### src/rtl/reg_pipeline_if.sv
// Handshake bundle for reg_pipeline: upstream valid/ready/data, downstream valid/ready/data, occupancy.
// master = the surrounding logic that feeds and drains the pipe; slave = the pipe itself.
interface reg_pipeline_if #(
  parameter int WIDTH = 8,
  parameter int DEPTH = 3
);
  localparam int OCC_W = $clog2(DEPTH + 1);

  logic             in_valid;
  logic             in_ready;
  logic [WIDTH-1:0] in_data;
  logic             out_valid;
  logic             out_ready;
  logic [WIDTH-1:0] out_data;
  logic [OCC_W-1:0] occupancy;

  modport master (
    output in_valid, in_data, out_ready,
    input  in_ready, out_valid, out_data, occupancy
  );

  modport slave (
    input  in_valid, in_data, out_ready,
    output in_ready, out_valid, out_data, occupancy
  );
endinterface

### src/rtl/reg_pipeline.sv
// WIDTH-bit, DEPTH-stage register pipeline with valid/ready flow control,
// bubble collapse, configurable reset value and a registered occupancy count.
module reg_pipeline #(
  parameter int               WIDTH       = 8,
  parameter int               DEPTH       = 3,
  parameter logic [WIDTH-1:0] RESET_VALUE = '0,
  parameter bit               CLR_DATA    = 1'b1
) (
  input  logic          clk,
  input  logic          async_reset,
  input  logic          sync_reset,
  reg_pipeline_if.slave bus
);
  localparam int OCC_W = $clog2(DEPTH + 1);

  logic [DEPTH-1:0] v;
  logic [WIDTH-1:0] d [DEPTH];
  logic [DEPTH-1:0] go;
  logic [OCC_W-1:0] occ;
  logic             in_fire;
  logic             out_fire;

  // A stage may advance if it is empty or everything downstream of it advances.
  // Built as a running OR from the output back so no bit depends on another bit of go.
  // NOTE: every always_comb output gets a default first, so no path can infer a latch.
  always_comb begin
    logic chain;
    chain = bus.out_ready;
    go    = '0;
    for (int k = DEPTH - 1; k >= 0; k--) begin
      chain = chain | ~v[k];
      go[k] = chain;
    end
  end

  assign bus.in_ready  = go[0] & ~sync_reset & ~async_reset;
  assign in_fire       = bus.in_valid & bus.in_ready;
  assign out_fire      = v[DEPTH-1] & bus.out_ready;

  assign bus.out_valid = v[DEPTH-1];
  assign bus.out_data  = d[DEPTH-1];
  assign bus.occupancy = occ;

  // NOTE: state registers use non-blocking assignments so every stage samples pre-edge values.
  // NOTE: the data registers are deliberately reset, because out_data must read RESET_VALUE during reset.
  always_ff @(posedge clk or posedge async_reset) begin
    if (async_reset) begin
      v   <= '0;
      occ <= '0;
      for (int k = 0; k < DEPTH; k++) d[k] <= RESET_VALUE;
    end else if (sync_reset) begin
      v   <= '0;
      occ <= '0;
      if (CLR_DATA) begin
        for (int k = 0; k < DEPTH; k++) d[k] <= RESET_VALUE;
      end
    end else begin
      if (go[0]) begin
        v[0] <= in_fire;
        if (in_fire) d[0] <= bus.in_data;
      end
      // Data only moves behind a valid bit; empty slots keep their old contents.
      for (int k = 1; k < DEPTH; k++) begin
        if (go[k]) begin
          v[k] <= v[k-1];
          if (v[k-1]) d[k] <= d[k-1];
        end
      end

      if (in_fire && !out_fire) begin
        occ <= occ + OCC_W'(1);
      end else if (!in_fire && out_fire) begin
        occ <= occ - OCC_W'(1);
      end
    end
  end
endmodule
### src/flat_wrapper.sv
// flat-port wrapper written by rule: the top's interface ports become plain ports
module reg_pipeline_flat 
#(
  parameter int               WIDTH       = 8,
  parameter int               DEPTH       = 3,
  parameter logic [WIDTH-1:0] RESET_VALUE = '0,
  parameter bit               CLR_DATA    = 1'b1
)
  (clk, async_reset, sync_reset, bus_in_valid, bus_in_data, bus_out_ready, bus_in_ready, bus_out_valid, bus_out_data, bus_occupancy);
  reg_pipeline_if #(.WIDTH(WIDTH), .DEPTH(DEPTH)) bus_i ();
  input  logic clk;
  input  logic async_reset;
  input  logic sync_reset;
  input wire logic [$bits(bus_i.in_valid)-1:0] bus_in_valid;
  input wire logic [$bits(bus_i.in_data)-1:0] bus_in_data;
  input wire logic [$bits(bus_i.out_ready)-1:0] bus_out_ready;
  output wire logic [$bits(bus_i.in_ready)-1:0] bus_in_ready;
  output wire logic [$bits(bus_i.out_valid)-1:0] bus_out_valid;
  output wire logic [$bits(bus_i.out_data)-1:0] bus_out_data;
  output wire logic [$bits(bus_i.occupancy)-1:0] bus_occupancy;
  assign bus_i.in_valid = bus_in_valid;
  assign bus_i.in_data = bus_in_data;
  assign bus_i.out_ready = bus_out_ready;
  assign bus_in_ready = bus_i.in_ready;
  assign bus_out_valid = bus_i.out_valid;
  assign bus_out_data = bus_i.out_data;
  assign bus_occupancy = bus_i.occupancy;
  reg_pipeline #(.WIDTH(WIDTH), .DEPTH(DEPTH), .RESET_VALUE(RESET_VALUE), .CLR_DATA(CLR_DATA)) u_core (.clk(clk), .async_reset(async_reset), .sync_reset(sync_reset), .bus(bus_i));
endmodule
### config.mk
export PLATFORM = sky130hd
export DESIGN_NAME = reg_pipeline_flat
export DESIGN_NICKNAME = d
export VERILOG_FILES = /design/src/rtl/reg_pipeline_if.sv /design/src/rtl/reg_pipeline.sv /design/src/flat_wrapper.sv
export SDC_FILE = /design/constraint.sdc
export NUM_CORES = 1
export LEC_CHECK = 0
export CAP_MARGIN = 0
export CORE_MARGIN = 2
export CORE_UTILIZATION = 54
export DETAILED_ROUTE_END_ITERATION = 10
export GPL_TIMING_DRIVEN = 0
export PLACE_DENSITY = 0.91
export SLEW_MARGIN = 25
export SYNTH_ARGS = -nofsm -noshare
export SYNTH_HDL_FRONTEND = slang
export SYNTH_SLANG_ARGS = --single-unit
### constraint.sdc
create_clock -name clk -period 4.7 [get_ports clk]
set_clock_uncertainty 0.2 [all_clocks]
set_input_delay 0.94 -clock clk [delete_from_list [all_inputs] [get_ports clk]]
set_output_delay 0.94 -clock clk [all_outputs]
set_load 0.005 [all_outputs]
==> impl_metrics.env, run 1 <==
export IMPL_avgViaCountPerCell=5.09
export IMPL_ys_ff_latch=29
export IMPL_dpl_hpwl_um=1540
export IMPL_multi_input_area_um2=428
export IMPL_ys_warn_count=0
export IMPL_clk_latency_ns=0.32
export IMPL_final_max_slew_violation_count=0
export IMPL_via_count=890
export IMPL_yosys_top_cells_area="dfrtp_1 (57%), mux2i_1 (7.8%), a22o_1 (5.5%)"
export IMPL_finalSetupViolations=0
export IMPL_period_minus_slack_ns=3.48
export IMPL_worstReg2RegStart="u_core.v[0]"
export IMPL_vdd_ir_drop_max_mv=0.202
export IMPL_r2r_end="u_core.bus.occupancy[1]"
export IMPL_top_level_ports=25
export IMPL_ys_async_sr_fraction=1.00
export IMPL_fill_cells=173
export IMPL_synth_most_common_cell="dfrtp_1"
export IMPL_grtUsageTotal=0.180
export IMPL_cpMaxStageDelayCell="clkdlybuf4s50_1"
export IMPL_cts_resized=0
export IMPL_antenna_found_initial=0
export IMPL_drt_wirelength_per_cell_um=11.8
export IMPL_postCtsSetupBuffers=0
export IMPL_syn_nets=129
export IMPL_critPathKind="input pin to output pin"
export IMPL_yosysSeqAreaShare=0.568
export IMPL_cts_root_buf="clkbuf_4"
export IMPL_crit_arrival_ns=2.34
export IMPL_reg2reg_slack_ns=2.57
export IMPL_regArea_um2=726
export IMPL_hold_buffers=0
export IMPL_clockBufferDepth=2
export IMPL_hp_start="u_core.d[20]"
export IMPL_p_per_area_nw_per_um2=274
export IMPL_critPathMaxFanout=4
export IMPL_synth_area_per_cell_um2=11.0
export IMPL_die_h_um=52.6
export IMPL_gp_congestion=0.655
export IMPL_busiest_layer="met2"
export IMPL_holdPathStages=1
export IMPL_status="completed"
export IMPL_crit_chain="clkdlybuf4s50_1, and4b_1, nor3_1, clkdlybuf4s50_1"
export IMPL_end_kind="output pin"
export IMPL_maxCapViolations=0
export IMPL_synth_edff_count=0
export IMPL_grt_pass1_wl_um=3400
export IMPL_use_met2=0.250
export IMPL_dr_pass1_iters=4
export IMPL_stdcell_count=175
export IMPL_first_global_vias=782
export IMPL_placed_cells=167
export IMPL_clock_fmax_mhz=287
export IMPL_required_ns=3.56
export IMPL_drtIter0Drc=8
export IMPL_ys_types=22
export IMPL_die_area_um2=2770
export IMPL_cts_buffers=5
export IMPL_startpoint_type="input pin"
export IMPL_r2r_cells=5
export IMPL_cp_common_cell="clkdlybuf4s50_1"
export IMPL_yosys_area_top_type="dfrtp_1"
export IMPL_yosysTopAreaCellShare=0.568
export IMPL_numPortBuffers=23
export IMPL_crit_family="buffers and inverters"
export IMPL_core_um2=2230
export IMPL_grt_ovfl_total=0
export IMPL_rsz0062_at_grt="false"
export IMPL_initial_utilization=0.572
export IMPL_slowest_delay_ns=0.53
export IMPL_leakagePower_nw=0.820
export IMPL_synth_area_um2=1280
export IMPL_grtUsageMet3=0.0857
export IMPL_placement_rows=17
export IMPL_die_w_um=52.6
export IMPL_worstMarginPinSlew_ns=0.598
export IMPL_drive_gt1_frac=0.102
export IMPL_ys_top_cells_by_count="dfrtp_1 (29), nor2_1 (16), mux2i_1 (10)"
export IMPL_tritoncts="built"
export IMPL_hold_path_class="flop to flop"
export IMPL_areaGrowthSynthToFinish_pct=24.6
export IMPL_maxSlewHeadroom=0.602
export IMPL_synthCells=116
export IMPL_critPathBufInv=2
export IMPL_drc=0
export IMPL_hold_violations=0
export IMPL_final_nets=159
export IMPL_ys_flop_type="dfrtp_1"
export IMPL_clk_pin_slew_ns=0.08
export IMPL_cts_htree_levels=2
export IMPL_grt_util_met1=0.227
export IMPL_period_share=0.741
export IMPL_routed_wirelength_um=2060
export IMPL_tns_ns=0
export IMPL_n_antenna_cell=0
export IMPL_cts_sinks=29
export IMPL_holdPathEnd="u_core.d[12]"
export IMPL_antenna_left=0
export IMPL_grt_max_degree=31
## cell families after synthesis
logic type / count (synthesis) / share of synthesized area
xor+xnor: 2 / 0.0137
flops: 29 / 0.568
compound gates: 18 / 0.0940
simple gates: 33 / 0.140
buf+inv: 23 / 0.0970
mux: 11 / 0.0872
## cells in the final DEF (no fill, tap or decap)
cell              n
buf_6             1
xnor2_1           1
nor3_1            1
dfrtp_1          29
clkbuf_4          5
inv_2             1
and4b_1           1
mux2i_1          10
inv_1             8
mux2_1            1
nor2b_1           1
clkdlybuf4s50_1  23
xor2_1            1
o21ai_0           7
clkbuf_1          8
buf_4             8
nor2_1           16
nand2b_1          1
a21oi_1           3
or4b_1            1
a22o_1            8
nand3b_1          8
and2_1            1
and2b_1           1
nand2_1           2
## worst max path at each step
| stage | startpoint | endpoint | slack [ns] | cells after the start |
|---|---|---|---|---|
| 5_1_grt | bus_out_ready | bus_in_ready | 1.18 | 4 |
| 4_1_cts | bus_out_ready | bus_in_ready | 1.22 | 4 |
| 3_3_place_gp | bus_out_ready | bus_in_ready | 1.25 | 4 |
| 2_1_floorplan | sync_reset | bus_in_ready | 2.08 | 3 |
| 3_5_place_dp | bus_out_ready | bus_in_ready | 1.22 | 4 |
| 6_report | bus_out_ready | bus_in_ready | 1.22 | 4 |
## report_power, final
| group | leakage [nW] | total [mW] | switching, mW | internal [mW] |
|---|---|---|---|---|
| clock network | 0.0265 | 0.138 | 0.0782 | 0.0595 |
| logic | 0.393 | 0.0387 | 0.0188 | 0.0199 |
| registers | 0.400 | 0.259 | 0.00406 | 0.255 |
## routing by layer
layer  wire length (um)  vias to the layer above
li1                   -                      442
met1                955                      417
met2                956                       27
met3                115                        4
met4                 29                        0
met5                  0                        -
## metrics by stage
stage	util	setup WS, ns	area, um^2	total power, mW	hold WS [ns]
2_1_floorplan	-	2.08	1280	0.285	0.266
3_3_place_gp	0.691	1.25	1540	0.301	0.277
3_5_place_dp	0.691	1.22	1540	0.303	0.281
4_1_cts	0.713	1.22	1590	0.440	0.301
5_1_grt	0.713	1.18	1590	0.459	0.321
6_report	0.713	1.22	1590	0.436	0.298
## flip-flops by register name (all words and copies together), names as in the netlist
register	cells
u_core.d	16
u_core.bus.out_data	8
u_core.v	3
u_core.bus.occupancy	2
## layout make-up
cell class / count / area share
Buffer: 14 / 0.0566
Tap cell: 28 / 0.0220
Clock buffer: 8 / 0.0307
Multi-Input combinational cell: 64 / 0.269
Timing Repair Buffer: 23 / 0.145
Sequential cell: 29 / 0.456
Inverter: 9 / 0.0212
(Power assumes the default switching activity.)
==> run 2, diff against run 1 <==
--- a/config.mk
+++ b/config.mk
@@ -7,10 +7,10 @@
 export LEC_CHECK = 0
 export CAP_MARGIN = 0
 export CORE_MARGIN = 2
-export CORE_UTILIZATION = 54
+export CORE_UTILIZATION = 50
 export DETAILED_ROUTE_END_ITERATION = 10
 export GPL_TIMING_DRIVEN = 0
-export PLACE_DENSITY = 0.91
+export PLACE_DENSITY = 0.86
 export SLEW_MARGIN = 25
 export SYNTH_ARGS = -nofsm -noshare
 export SYNTH_HDL_FRONTEND = slang
==> constraint.sdc (replaced) <==
create_clock -name clk -period 3.3 [get_ports clk]
set_clock_uncertainty 0.2 [all_clocks]
set_input_delay 0.66 -clock clk [delete_from_list [all_inputs] [get_ports clk]]
set_output_delay 0.66 -clock clk [all_outputs]
set_load 0.005 [all_outputs]
==> run 2 against run 1 <==
Cell count up 1.1%. Highest routed layer unchanged. Largest cell class unchanged. Non-clock buffer count unchanged. Routed wire length up 7.6%. Hold slack worse by 0.0039 ns. Largest power group unchanged. Register-to-register slack worse by 1.4 ns.
==> impl_metrics.env, run 2 (synthesis gave the netlist of run 1 again) <==
export IMPL_status="completed"
export IMPL_antenna_found_initial=0
export IMPL_critPathMaxFanout=4
export IMPL_period_minus_slack_ns=2.92
export IMPL_first_global_vias=827
export IMPL_routed_wirelength_um=2210
export IMPL_cts_htree_levels=2
export IMPL_clock_fmax_mhz=343
export IMPL_cts_resized=0
export IMPL_grtUsageTotal=0.182
export IMPL_finalSetupViolations=0
export IMPL_critPathKind="input pin to output pin"
export IMPL_period_share=0.883
export IMPL_maxSlewHeadroom=0.595
export IMPL_avgViaCountPerCell=5.01
export IMPL_worstMarginPinSlew_ns=0.608
export IMPL_hold_path_class="flop to flop"
export IMPL_core_um2=2450
export IMPL_switching_share=0.245
export IMPL_seqPwrFrac=0.591
export IMPL_switchingPower_mw=0.153
export IMPL_clk_pin_slew_ns=0.09
export IMPL_power_total_mw=0.625
export IMPL_drive_gt1_frac=0.122
export IMPL_pwr_share_comb=0.089
export IMPL_tns_ns=0
export IMPL_cts_sinks=29
export IMPL_die_w_um=54.5
export IMPL_areaGrowthSynthToFinish_pct=25.3
export IMPL_largest_reg_flops=16
export IMPL_maxCapViolations=0
export IMPL_p_per_area_nw_per_um2=391
export IMPL_largest_register="u_core.d"
export IMPL_grt_max_degree=31
export IMPL_postCtsSetupBuffers=0
export IMPL_initial_utilization=0.520
export IMPL_placement_rows=18
export IMPL_final_max_slew_violation_count=0
export IMPL_antenna_left=0
export IMPL_gp_congestion=0.682
export IMPL_cts_root_buf="clkbuf_4"
export IMPL_r2r_cells=5
export IMPL_clk_latency_ns=0.32
export IMPL_top_level_ports=25
export IMPL_numPortBuffers=23
export IMPL_leakagePower_nw=0.824
export IMPL_dr_pass1_iters=4
export IMPL_via_count=887
export IMPL_drtIter0Drc=25
export IMPL_die_h_um=54.5
export IMPL_final_nets=159
export IMPL_rsz0062_at_grt="false"
export IMPL_drc=0
export IMPL_hold_buffers=0
export IMPL_grt_ovfl_total=0
export IMPL_grt_pass1_wl_um=3660
export IMPL_clockPowerShare=0.320
export IMPL_startpoint_type="input pin"
export IMPL_n_antenna_cell=0
export IMPL_end_kind="output pin"
export IMPL_final_common_cell="dfrtp_1"
export IMPL_clockBufferDepth=2
export IMPL_mostFrequentLayoutCells="dfrtp_1 (29), clkdlybuf4s50_1 (23), nor2_1 (16)"
export IMPL_die_area_um2=2980
export IMPL_cts_buffers=5
export IMPL_p_int_mw=0.472
export IMPL_tritoncts="built"
export IMPL_drt_wirelength_per_cell_um=12.5
export IMPL_vdd_ir_drop_max_mv=0.361
export IMPL_required_ns=2.44
export IMPL_hold_violations=0
export IMPL_crit_arrival_ns=2.06
export IMPL_holdPathStages=1
-- run 2: cell types whose count changed in the layout (fill, tap and decap cells not counted) --
cell        before  now
clkbuf_1         8    5
clkinv_2         0    2
clkinvlp_4       0    1
-- run 2: worst max-delay path, cell delays in order --
cell,delay [ns]
clkdlybuf4s50_1,0.51
and4b_1,0.24
nor3_1,0.13
clkdlybuf4s50_1,0.52
-- run 2: power groups by stage --
stage               Combinational [mW]  Clock (mW)  Sequential, mW
finish                          0.0555       0.200           0.370
global route                    0.0627       0.226           0.371
CTS                             0.0565       0.206           0.369
detailed placement              0.0564           0           0.376
global placement                0.0535           0           0.376
floorplan                       0.0307           0           0.375
-- run 2: worst paths after layout --
check / startpoint / endpoint / slack [ns]
max in group asynchronous: async_reset / u_core.v[1] / 1.90
setup reg to reg: u_core.v[0] / u_core.bus.occupancy[1] / 1.13
hold reg to reg: u_core.d[22] / u_core.d[14] / 0.29
hold / removal: u_core.d[22] / u_core.d[14] / 0.29
setup / recovery: bus_out_ready / bus_in_ready / 0.38
min in group asynchronous: async_reset / u_core.bus.occupancy[1] / 0.60
-- run 2: routing by layer --
| metal | GRT usage | wire length (um) | vias to the layer above |
|---|---|---|---|
| met5 | 0 | 0 | - |
| met4 | 0.0750 | 19 | 0 |
| met3 | 0.0574 | 125 | 3 |
| met2 | 0.293 | 1130 | 24 |
| met1 | 0.225 | 934 | 417 |
| li1 | - | - | 443 |
-- run 2: layout make-up --
type	count	area [um^2]
Buffer	14	90.1
Clock buffer	5	37.5
Clock inverter	3	17.5
Fill cell	200	855
Inverter	9	33.8
Multi-Input combinational cell	64	428
Sequential cell	29	726
Tap cell	30	37.5
Timing Repair Buffer	23	230
-- run 2: metrics by stage --
step	worst slack (ns)	util	cells	hold WS (ns)	area, um^2
floorplan	1.02	-	116	0.266	1280
global placement	0.413	0.629	169	0.274	1550
detailed placement	0.364	0.629	169	0.284	1550
CTS	0.364	0.652	177	0.294	1600
global route	0.318	0.652	177	0.320	1600
finish	0.385	0.652	177	0.294	1600
==> run 3, diff against run 2 <==
--- a/config.mk
+++ b/config.mk
@@ -9,7 +9,6 @@
 export CORE_MARGIN = 2
 export CORE_UTILIZATION = 50
 export DETAILED_ROUTE_END_ITERATION = 10
-export GPL_TIMING_DRIVEN = 0
 export PLACE_DENSITY = 0.86
 export SLEW_MARGIN = 25
 export SYNTH_ARGS = -nofsm -noshare
==> run 3 against run 2 <==
Flip-flop and latch count unchanged. Worst setup slack got worse by 0.00094 ns. Maximum frequency about the same. Sequential share of layout area increased by 1.2 points. Critical path depth unchanged. Cell count decreased by 5.6%. Core utilization decreased by 1.7 points. Combinational power about the same. Total power increased by 5.3%. Largest cell class unchanged.
==> impl_metrics.env, run 3 (synthesis gave the netlist of run 1 again) <==
export IMPL_largest_reg_flops=16
export IMPL_first_global_vias=832
export IMPL_hold_path_class="flop to flop"
export IMPL_gp_congestion=0.718
export IMPL_clockPowerShare=0.354
export IMPL_cp_startpoint="bus_out_ready"
export IMPL_final_common_cell="dfrtp_1"
export IMPL_finalSetupViolations=0
export IMPL_die_area_um2=2980
export IMPL_grt_util_met1=0.212
export IMPL_switching_share=0.216
export IMPL_grtUsageTotal=0.173
export IMPL_cts_root_buf="clkbuf_4"
export IMPL_final_nets=149
export IMPL_startpoint_type="input pin"
export IMPL_p_per_area_nw_per_um2=423
export IMPL_critPathMaxFanout=4
export IMPL_hold_ws_ns=0.295
export IMPL_cts_buffers=5
export IMPL_required_ns=2.44
export IMPL_crit_arrival_ns=2.06
export IMPL_switchingPower_mw=0.142
export IMPL_grt_pass1_wl_um=3570
export IMPL_drtIter0Drc=20
export IMPL_postCtsSetupBuffers=0
export IMPL_grt_max_degree=31
export IMPL_cts_htree_levels=2
export IMPL_via_count=847
export IMPL_leakagePower_nw=0.798
export IMPL_hold_buffers=0
export IMPL_utilization=0.635
export IMPL_drt_wirelength_per_cell_um=12.3
export IMPL_clockBufferDepth=2
export IMPL_n_antenna_cell=0
export IMPL_final_max_slew_violation_count=0
export IMPL_antenna_found_initial=0
export IMPL_tritoncts="built"
export IMPL_cts_resized=0
export IMPL_core_um2=2450
export IMPL_drive_gt1_frac=0.0803
export IMPL_critPathKind="input pin to output pin"
export IMPL_hold_violations=0
export IMPL_busiest_layer="met2"
export IMPL_pwr_share_comb=0.085
export IMPL_power_total_mw=0.658
export IMPL_die_h_um=54.5
export IMPL_status="completed"
export IMPL_seqPwrFrac=0.561
export IMPL_mostFrequentLayoutCells="dfrtp_1 (29), clkdlybuf4s50_1 (24), nor2_1 (16)"
export IMPL_areaGrowthSynthToFinish_pct=21.9
export IMPL_antenna_left=0
export IMPL_grtUsageMet3=0.0738
export IMPL_vdd_ir_drop_max_mv=0.278
export IMPL_use_met2=0.285
export IMPL_reg2reg_slack_ns=1.27
export IMPL_avgViaCountPerCell=5.07
export IMPL_initial_utilization=0.520
export IMPL_worstReg2RegStart="u_core.v[0]"
export IMPL_p_int_mw=0.516
export IMPL_clk_pin_slew_ns=0.09
export IMPL_largest_register="u_core.d"
export IMPL_top_level_ports=25
export IMPL_worstMarginPinSlew_ns=0.537
export IMPL_cts_sinks=29
export IMPL_maxCapViolations=0
export IMPL_rsz0062_at_grt="false"
export IMPL_hp_start="u_core.d[21]"
export IMPL_placement_rows=18
export IMPL_die_w_um=54.5
export IMPL_dr_pass1_iters=3
export IMPL_grt_ovfl_total=0
export IMPL_maxSlewHeadroom=0.642
export IMPL_period_share=0.884
export IMPL_period_minus_slack_ns=2.92
export IMPL_final_area_um2=1560
export IMPL_tns_ns=0
export IMPL_clk_latency_ns=0.30
export IMPL_end_kind="output pin"
export IMPL_dpl_hpwl_um=1520
export IMPL_clock_fmax_mhz=343
export IMPL_routed_wirelength_um=2060
export IMPL_drc=0
export IMPL_numPortBuffers=24
export IMPL_placed_area_um2=1490
## run 3: worst max-delay path, stage by stage
cell             delay, ns
clkdlybuf4s50_1       0.50
and4b_1               0.22
nor3_1                0.13
clkdlybuf4s50_1       0.54
## run 3: final timing paths
kind,cells after the start,endpoint
setup / recovery,4,bus_in_ready
hold / removal,1,u_core.d[13]
setup reg to reg,4,u_core.bus.occupancy[1]
hold reg to reg,1,u_core.d[13]
max in group asynchronous,3,u_core.d[20]
min in group asynchronous,3,u_core.bus.out_data[3]
## run 3: power by group through the flow
stage                     logic, mW  registers, mW  clock network (mW)
after floorplan              0.0307          0.375                   0
after global placement       0.0545          0.376                   0
after detailed placement     0.0568          0.376                   0
after CTS                    0.0570          0.369               0.241
after global routing         0.0627          0.371               0.264
final                        0.0558          0.369               0.233
## run 3: area by class of cell
class	instances	area [um^2]
Clock buffer	7	65.1
Clock inverter	1	5.00
Fill cell	210	897
Inverter	9	33.8
Multi-Input combinational cell	64	428
Sequential cell	29	726
Tap cell	30	37.5
Timing Repair Buffer	27	263
## run 3: metal layers
layer / share of wire / vias to the layer above
met2: 0.48 / 18
met5: 0 / -
li1: - / 424
met3: 0.049 / 0
met4: 0 / 0
met1: 0.47 / 405
## run 3: through the flow
stage / setup slack, ns / cells
final: 0.384 / 167
after global routing: 0.302 / 167
after CTS: 0.368 / 167
after detailed placement: 0.384 / 159
after global placement: 0.411 / 159
after floorplan: 1.02 / 116
